$ cat config.mk
export PLATFORM = sky130hd
export DESIGN_NAME = bsg_manycore_reset_sequencer
export DESIGN_NICKNAME = d
export VERILOG_FILES = /design/src/rtl/bsg_manycore_reset_sequencer.sv
export SDC_FILE = /design/constraint.sdc
export NUM_CORES = 1
export LEC_CHECK = 0
export ABC_AREA = 1
export CORE_MARGIN = 2
export CORE_UTILIZATION = 45
export DETAILED_ROUTE_END_ITERATION = 8
export DONT_BUFFER_PORTS = 1
export HOLD_SLACK_MARGIN = 0.12
export SKIP_CTS_REPAIR_TIMING = 1
export SLEW_MARGIN = 30
export SYNTH_ARGS = -nofsm -noshare
export SYNTH_HDL_FRONTEND = slang
export SYNTH_SLANG_ARGS = --single-unit
$ cat constraint.sdc
create_clock -name clk_i -period 1.8 [get_ports clk_i]
set_input_delay 0.36 -clock clk_i [delete_from_list [all_inputs] [get_ports clk_i]]
set_output_delay 0.36 -clock clk_i [all_outputs]
set_load 0.1 [all_outputs]
$ cat src/rtl/bsg_manycore_reset_sequencer.sv
// Power-on / host-requested reset sequencer for manycore domains: hold, staggered
// per-domain release, wait for tag programming, then retimed reset_done and host release.
module bsg_manycore_reset_sequencer #(
  parameter int num_domains_p    = 4,
  parameter int hold_cycles_p    = 16,
  parameter int stagger_cycles_p = 3,
  parameter int done_delay_p     = 3,
  parameter int timeout_width_p  = 16
) (
  input  logic                     clk_i,
  input  logic                     reset_i,
  input  logic                     sw_reset_v_i,
  input  logic [num_domains_p-1:0] tag_done_i,
  output logic [num_domains_p-1:0] domain_reset_o,
  output logic                     host_reset_o,
  output logic                     reset_done_o,
  output logic                     timeout_o
);

  // One shared phase counter serves HOLD, RELEASE and DELAY; it never needs to
  // reach the largest of the three periods, only that value minus one.
  localparam int hs_max_lp      = (hold_cycles_p > stagger_cycles_p) ? hold_cycles_p : stagger_cycles_p;
  localparam int count_max_lp   = (hs_max_lp > done_delay_p) ? hs_max_lp : done_delay_p;
  localparam int count_width_lp = (count_max_lp > 1) ? $clog2(count_max_lp) : 1;
  localparam int idx_width_lp   = (num_domains_p > 1) ? $clog2(num_domains_p) : 1;

  localparam logic [count_width_lp-1:0] hold_last_lp    = count_width_lp'(hold_cycles_p - 1);
  localparam logic [count_width_lp-1:0] stagger_last_lp = count_width_lp'(stagger_cycles_p - 1);
  localparam logic [count_width_lp-1:0] delay_last_lp   =
    count_width_lp'((done_delay_p > 0) ? done_delay_p - 1 : 0);
  localparam logic [idx_width_lp-1:0]   last_domain_lp  = idx_width_lp'(num_domains_p - 1);

  typedef enum logic [2:0] {
    HOLD,
    RELEASE,
    WAIT_TAG,
    DELAY,
    DONE
  } state_e;

  state_e                     state_r, state_n;
  logic [count_width_lp-1:0]  count_r, count_n;
  logic [idx_width_lp-1:0]    idx_r, idx_n;
  logic [timeout_width_p-1:0] tcount_r, tcount_n;
  logic [num_domains_p-1:0]   domain_n;
  logic                       host_n, done_n, timeout_n;
  logic                       all_tagged;

  assign all_tagged = &tag_done_i;

  always_ff @(posedge clk_i) begin
    if (reset_i) begin
      state_r        <= HOLD;
      count_r        <= '0;
      idx_r          <= '0;
      tcount_r       <= '0;
      domain_reset_o <= '1;
      host_reset_o   <= 1'b1;
      reset_done_o   <= 1'b0;
      timeout_o      <= 1'b0;
    end else begin
      state_r        <= state_n;
      count_r        <= count_n;
      idx_r          <= idx_n;
      tcount_r       <= tcount_n;
      domain_reset_o <= domain_n;
      host_reset_o   <= host_n;
      reset_done_o   <= done_n;
      timeout_o      <= timeout_n;
    end
  end

  always_comb begin
    state_n   = state_r;
    count_n   = count_r;
    idx_n     = idx_r;
    tcount_n  = tcount_r;
    domain_n  = domain_reset_o;
    timeout_n = timeout_o;

    if (sw_reset_v_i) begin
      state_n   = HOLD;
      count_n   = '0;
      idx_n     = '0;
      tcount_n  = '0;
      domain_n  = '1;
      timeout_n = 1'b0;
    end else begin
      unique case (state_r)
        HOLD: begin
          if (count_r == hold_last_lp) begin
            domain_n[0] = 1'b0;
            count_n     = '0;
            if (num_domains_p == 1) begin
              state_n  = WAIT_TAG;
              tcount_n = '0;
            end else begin
              state_n = RELEASE;
              idx_n   = idx_width_lp'(1);
            end
          end else begin
            count_n = count_r + count_width_lp'(1);
          end
        end
        RELEASE: begin
          if (count_r == stagger_last_lp) begin
            domain_n[idx_r] = 1'b0;
            count_n         = '0;
            if (idx_r == last_domain_lp) begin
              state_n  = WAIT_TAG;
              tcount_n = '0;
            end else begin
              idx_n = idx_r + idx_width_lp'(1);
            end
          end else begin
            count_n = count_r + count_width_lp'(1);
          end
        end
        WAIT_TAG: begin
          // Timeout only flags a slow tag master; completion still proceeds.
          if (tcount_r == '1) begin
            timeout_n = 1'b1;
          end else begin
            tcount_n = tcount_r + timeout_width_p'(1);
          end
          if (all_tagged) begin
            count_n = '0;
            state_n = (done_delay_p == 0) ? DONE : DELAY;
          end
        end
        DELAY: begin
          if (!all_tagged) begin
            state_n  = WAIT_TAG;
            count_n  = '0;
            tcount_n = '0;
          end else if (count_r == delay_last_lp) begin
            state_n = DONE;
          end else begin
            count_n = count_r + count_width_lp'(1);
          end
        end
        DONE: begin
          if (!all_tagged) begin
            state_n  = WAIT_TAG;
            count_n  = '0;
            tcount_n = '0;
          end
        end
        default: begin
          state_n = HOLD;
        end
      endcase
    end

    done_n = (state_n == DONE);
    host_n = !done_n;
  end

endmodule

==> results.yml, run 1 <==
detailed_routing:
  vias_per_cell: 4.98
  vias: 1842
  drt_iter0_drc: 81
  ant_nets: 0
  wl_per_cell_microns: 11.3
  dr.pass1.iters: 4
  drc: 0
  routed_wl_microns: 4200
timing:
  hold-worst-slack_ns: 0.350
  worst_pin_slew_ns: 0.369
  hold_viol: 0
  relSlewSlack: 0.752
  slew_viol_final: 0
  fin_crit_ns: 1.62
  rsz0062_at_grt: "no"
  setup_tns_ns: 0
  skew_ns: 0.0131
  timing.final.crit_share: 0.902
  fin_ws_ns: 0.176
  setup_viol: 0
  max_freq_mhz: 616
global_route:
  grt_pass1_vias: 1681
  gr-usage-all-layers: 0.205
  grt_max_degree: 19
  grt_pass1_wl_microns: 7200
  grt-ovfl-total: 0
  grt_antenna_before_repair: 0
cts:
  cts_sinks: 32
  clk_path_buf_depth: 2
  root_buffer: "clkbuf_8"
  numCtsBuffers: 5
  clkSlewWorstSetupHoldPaths_ns: 0.07
  h-tree-depth: 2
  cts_tree: "yes"
  clk-insertion-delay-late_ns: 0.28
power:
  leakage_nw: 0.863
  ir_drop_uv: 537
  p_per_area_mw_per_mm2: 686
critical_path:
  critPathLaunch: "count_r[0]"
  rr_endpoint: "tcount_r[13]"
  timing.rr.start: "count_r[0]"
  worstSetupStartpointType: "register"
  endpoint: "tcount_r[13]"
  cp_max_fo: 11
  worst_ep_required_time_ns: 1.97
  cp.arrival_ns: 1.79
  critPathKind: "register to register"
  r2r_cells: 10
  endpoint_kind: "register"
  r2r_slack_ns: 0.18
logic_synthesis:
  synth_compound_area_frac: 0.0896
  synth_xor_area_frac: 0.0139
  netlist_instances: 298
  ys_seq_area_frac: 0.340
  synth_nets: 312
  synth-simple-area-share: 0.426
  synth_top_family_by_area: "simple AND/OR/NAND/NOR gates"
  post-synth-top-count-cell: "nand2_1"
  netlist.area_leader.share: 0.340
  synth.distinct_cells: 28
  muxShareOfSynthArea: 0
  netlist_top_cells_count: "94 x nand2_1, 41 x nor2_1, 32 x dfxtp_1"
  synth_flop_cell: "dfxtp_1"
  avgSynthCellArea_sq_um: 6.33
  synthArstFlopShare: 0
  synth.area.top_cells: "dfxtp_1 34%, nand2_1 19%, nor2_1 8.2%"
  synth_fa_ha_area_frac: 0.0464
  yosys_warnings: 0
  synth_edf_count: 0
  syn_area_sq_mm: 0.00189
  yosysTopAreaCell: "dfxtp_1"
  synth-seq-cells: 32
placement:
  dp_hpwl_microns: 3200
  dp_slack_ns: 0.159
  port_buffers: 0
  place_congestion: 0.902
floorplanning:
  die_area_sq_mm: 0.00472
  start_util: 0.468
  fp.coreArea_sq_mm: 0.00403
  rows: 23
  die_w_microns: 68.7
  fp.dieH_microns: 68.7
  pin_count: 14
layout:
  fill_cells: 411
  nets: 333
  drive_above_1_share: 0.147
  antennaDiodeCount: 0
  area_growth_pct: 15.9
run_status:
  status: "complete, no violations"
worst_hold_path:
  hp-class: "input port to register"
run:
  cap_violations: 0
==> how the worst min path moves through the flow <==
stage	start	to	slack [ns]	cells past startpoint
finish	reset_i	domain_reset_o[0]	0.35	3
CTS	reset_i	domain_reset_o[0]	0.35	3
floorplan	count_r[2]	count_r[2]	0.46	2
detailed placement	domain_reset_o[0]	domain_reset_o[0]	0.46	2
global placement	timeout_o	timeout_o	0.46	2
global route	reset_i	domain_reset_o[3]	0.35	3
==> critical path: stages, from the launching register on <==
cell and delay, ns:
dfxtp_1 0.34, inv_1 0.06, ha_1 0.15, nand3_1 0.12, o21ai_1 0.29, nand2_1 0.11
nor2_2 0.08, buf_4 0.18, nor2_1 0.06, nor2_1 0.09, nor2_1 0.04
==> report_power, final <==
part | internal, mW | switching [mW]
sequential | 0.710 | 0.00217
combinational | 0.0103 | 0.0208
clock | 0.488 | 0.267
==> registers in the layout, summed over array words and instances, names as in the netlist <==
name / count
tcount_r: 16
count_r: 4
domain_reset_o: 4
state_r: 3
idx_r: 2
host_reset_o: 1
reset_done_o: 1
timeout_o: 1
==> stage by stage <==
step | cells | total power, mW | util | instance area [sq um]
after floorplan | 298 | 0.750 | - | 1890
after global routing | 370 | 1.54 | 0.543 | 2190
after global placement | 362 | 0.760 | 0.509 | 2050
after detailed placement | 362 | 0.760 | 0.509 | 2050
after CTS | 370 | 1.52 | 0.541 | 2180
final | 370 | 1.50 | 0.543 | 2190
==> cell type report <==
cell class                 count  area [sq um]  share of cell area
clock inverter                 1          30.0              0.0137
clock buffer                   7          96.3              0.0441
inverter                      34           128              0.0584
multi-input combinational    228          1090               0.500
sequential                    32           641               0.293
tap                           50          62.6              0.0286
timing repair buffer          18           135              0.0618
==> placed cells by master (no fill, tap or decap), types with 3 or more instances in the layout <==
| cell | count |
|---|---|
| inv_2 | 8 |
| o21ai_1 | 3 |
| nor2_2 | 4 |
| buf_4 | 18 |
| inv_1 | 25 |
| dfxtp_1 | 32 |
| nand4_1 | 6 |
| ha_1 | 7 |
| a21oi_1 | 19 |
| nor3_1 | 6 |
| clkbuf_8 | 7 |
| nor2_1 | 41 |
| nand2_1 | 94 |
| o21ai_0 | 7 |
| nand3_1 | 26 |
==> logic make-up (layout without fill, tap and decap cells) <==
family | Yosys count | in the layout
buf+inv | 38 | 60
simple gates | 186 | 186
fa+ha+maj | 7 | 7
flops | 32 | 32
xor+xnor | 3 | 3
compound gates | 32 | 32
==> metal layers <==
layer	routed length, microns	global-route usage
met4	89	0.0833
met3	145	0.0568
met2	1990	0.353
met5	0	0
met1	1970	0.237
Note: power is estimated with default switching activity, not from simulation.
==> run 2: changes to the inputs <==
--- a/config.mk
+++ b/config.mk
@@ -6,13 +6,13 @@
 export NUM_CORES = 1
 export LEC_CHECK = 0
 export ABC_AREA = 1
-export CORE_MARGIN = 2
+export CORE_MARGIN = 1
 export CORE_UTILIZATION = 45
 export DETAILED_ROUTE_END_ITERATION = 8
 export DONT_BUFFER_PORTS = 1
 export HOLD_SLACK_MARGIN = 0.12
 export SKIP_CTS_REPAIR_TIMING = 1
-export SLEW_MARGIN = 30
+export SLEW_MARGIN = 10
 export SYNTH_ARGS = -nofsm -noshare
 export SYNTH_HDL_FRONTEND = slang
 export SYNTH_SLANG_ARGS = --single-unit
==> run 2 against run 1 <==
  * Final area increased by 1.9%
  * Flip-flop and latch count stayed put
  * Total power fell by 4.2%
  * Sequential share of layout area is 0.54 points lower
  * Sequential power about the same
  * Clock-buffer cell count fell by 2
  * Cell count up 0.81%
  * Largest power group is now registers
==> results.yml, run 2 (same netlist as run 1, synthesis figures left out) <==
floorplanning:
  fp.dieH_microns: 66.7
  fp.coreArea_sq_mm: 0.00400
  die_w_microns: 66.7
  rows: 23
  start_util: 0.471
  pin_count: 14
  die_area_sq_mm: 0.00445
detailed_routing:
  drc: 0
  dr.pass1.iters: 4
  vias: 1870
  drt_iter0_drc: 88
  ant_nets: 0
  vias_per_cell: 5.01
  routed_wl_microns: 4310
  wl_per_cell_microns: 11.6
cts:
  cts_tree: "yes"
  cts_sinks: 32
  h-tree-depth: 2
  numCtsBuffers: 5
  clk_path_buf_depth: 2
  clk-insertion-delay-late_ns: 0.28
  root_buffer: "clkbuf_8"
  clkSlewWorstSetupHoldPaths_ns: 0.07
timing:
  worst_pin_slew_ns: 0.398
  fin_crit_ns: 1.63
  hold_viol: 0
  timing.final.crit_share: 0.905
  setup_viol: 0
  skew_ns: 0.00585
  slew_viol_final: 0
  fin_ws_ns: 0.170
  relSlewSlack: 0.732
  max_freq_mhz: 614
run:
  cap_violations: 0
layout:
  multi_input_area_sq_mm: 0.00112
  final_util: 0.557
  layout_common_cells: "92 x nand2_1, 41 x nor2_1, 32 x dfxtp_1"
  fill_cells: 400
  mostFrequentLayoutCell: "nand2_1"
  largest_register_ff_count: 16
  area_growth_pct: 18.1
  final_cells: 373
  drive_above_1_share: 0.167
  top_regs: "tcount_r x16, count_r x4, domain_reset_o x4"
  max_flop_register: "tcount_r"
  antennaDiodeCount: 0
  nets: 336
  register_area_sq_um: 641
critical_path:
  endpoint_kind: "register"
  r2r_cells: 10
  critPathLaunch: "count_r[0]"
  endpoint: "count_r[1]"
  cp_slowest_cell: "dfxtp_1"
  cp_max_fo: 4
  path_depth: 10
  r2r_slack_ns: 0.17
  cp_common_cell: "nand2_1"
  cp_top_family: "simple AND/OR/NAND/NOR gates"
  cp.arrival_ns: 1.81
  slowest_delay_ns: 0.34
  path_cells: "inv_1 -> ha_1 -> nand3_1 -> buf_4 -> nand2_1 -> nand3_1 -> o31ai_1 -> nand2_1 -> nand2_1 -> nor2_1"
  worst_ep_required_time_ns: 1.98
  rr_endpoint: "count_r[1]"
  path_buf_inv: 2
  worstSetupStartpointType: "register"
  critPathKind: "register to register"
  timing.rr.start: "count_r[0]"
worst_hold_path:
  hp-class: "input port to register"
global_route:
  grt_antenna_before_repair: 0
  grt-ovfl-total: 0
  gr-usage-met1: 0.241
  gr-usage-all-layers: 0.213
  grt_max_degree: 19
  grt_pass1_vias: 1670
  grt_pass1_wl_microns: 6990
  busiest_layer: "met2"
  use_met3: 0.0479
  met2_usage: 0.371
placement:
  place_congestion: 0.906
  port_buffers: 0
  dp_hpwl_microns: 3070
  dp_slack_ns: 0.0917
  dp_cells: 361
power:
  power.share.combinational: 0.022
  swShare: 0.213
  power_frac_clock: 0.482
  power.switching_uw: 306
  power_frac_seq: 0.496
  leakage_nw: 0.869
  ir_drop_uv: 472
  p_per_area_mw_per_mm2: 644
  internal-power_mw: 1.13
run_status:
  status: "complete, no violations"
==> run 2: area by class of cell <==
type	count	area share
inverters	34	0.0573
clock inverters	3	0.0191
flip-flops and latches	32	0.288
well taps	50	0.0281
clock buffers	5	0.0309
multi-input cells	229	0.504
repair buffers	20	0.0730
==> run 2: how the worst min path moves through the flow <==
| stage | start | end | slack, ns | cells past startpoint |
|---|---|---|---|---|
| 2_1_floorplan | count_r[2] | count_r[2] | 0.46 | 2 |
| 6_report | reset_i | domain_reset_o[1] | 0.35 | 3 |
| 4_1_cts | reset_i | domain_reset_o[2] | 0.34 | 3 |
| 5_1_grt | reset_i | domain_reset_o[2] | 0.34 | 3 |
| 3_3_place_gp | timeout_o | timeout_o | 0.45 | 2 |
| 3_5_place_dp | timeout_o | timeout_o | 0.46 | 2 |
==> run 2: tightest hold or removal path, stage by stage <==
cell and delay [ns]:
nor2_2 0.02, buf_4 0.16, nand2_1 0.06
==> run 2: stage by stage <==
| step | total power [mW] | area [sq um] | hold slack, ns | TNS, ns |
|---|---|---|---|---|
| 2_1_floorplan | 0.750 | 1890 | 0.456 | 0 |
| 3_3_place_gp | 0.760 | 2040 | 0.453 | 0 |
| 3_5_place_dp | 0.760 | 2040 | 0.464 | 0 |
| 4_1_cts | 1.46 | 2160 | 0.343 | 0 |
| 5_1_grt | 1.49 | 2230 | 0.336 | -0.00936 |
| 6_report | 1.44 | 2230 | 0.349 | 0 |
==> run 2: power groups by stage <==
stage	clock network (mW)	logic (mW)	registers (mW)
after floorplan	0	0.0216	0.728
after global placement	0	0.0316	0.728
after detailed placement	0	0.0319	0.728
after CTS	0.715	0.0320	0.712
after global routing	0.744	0.0368	0.712
final	0.692	0.0317	0.712
==> run 2: routing by layer <==
| layer | routed length (microns) | part of all wire |
|---|---|---|
| met1 | 2050 | 0.47 |
| met5 | 0 | 0 |
| met2 | 2060 | 0.48 |
| met4 | 74 | 0.017 |
| met3 | 128 | 0.030 |
==> run 3: changes to the inputs <==
--- a/config.mk
+++ b/config.mk
@@ -12,6 +12,7 @@
 export DONT_BUFFER_PORTS = 1
 export HOLD_SLACK_MARGIN = 0.12
 export SKIP_CTS_REPAIR_TIMING = 1
+export SKIP_LAST_GASP = 1
 export SLEW_MARGIN = 10
 export SYNTH_ARGS = -nofsm -noshare
 export SYNTH_HDL_FRONTEND = slang
==> results of run 3 <==
Final layout, timing and power as in run 2 (identical DEF).
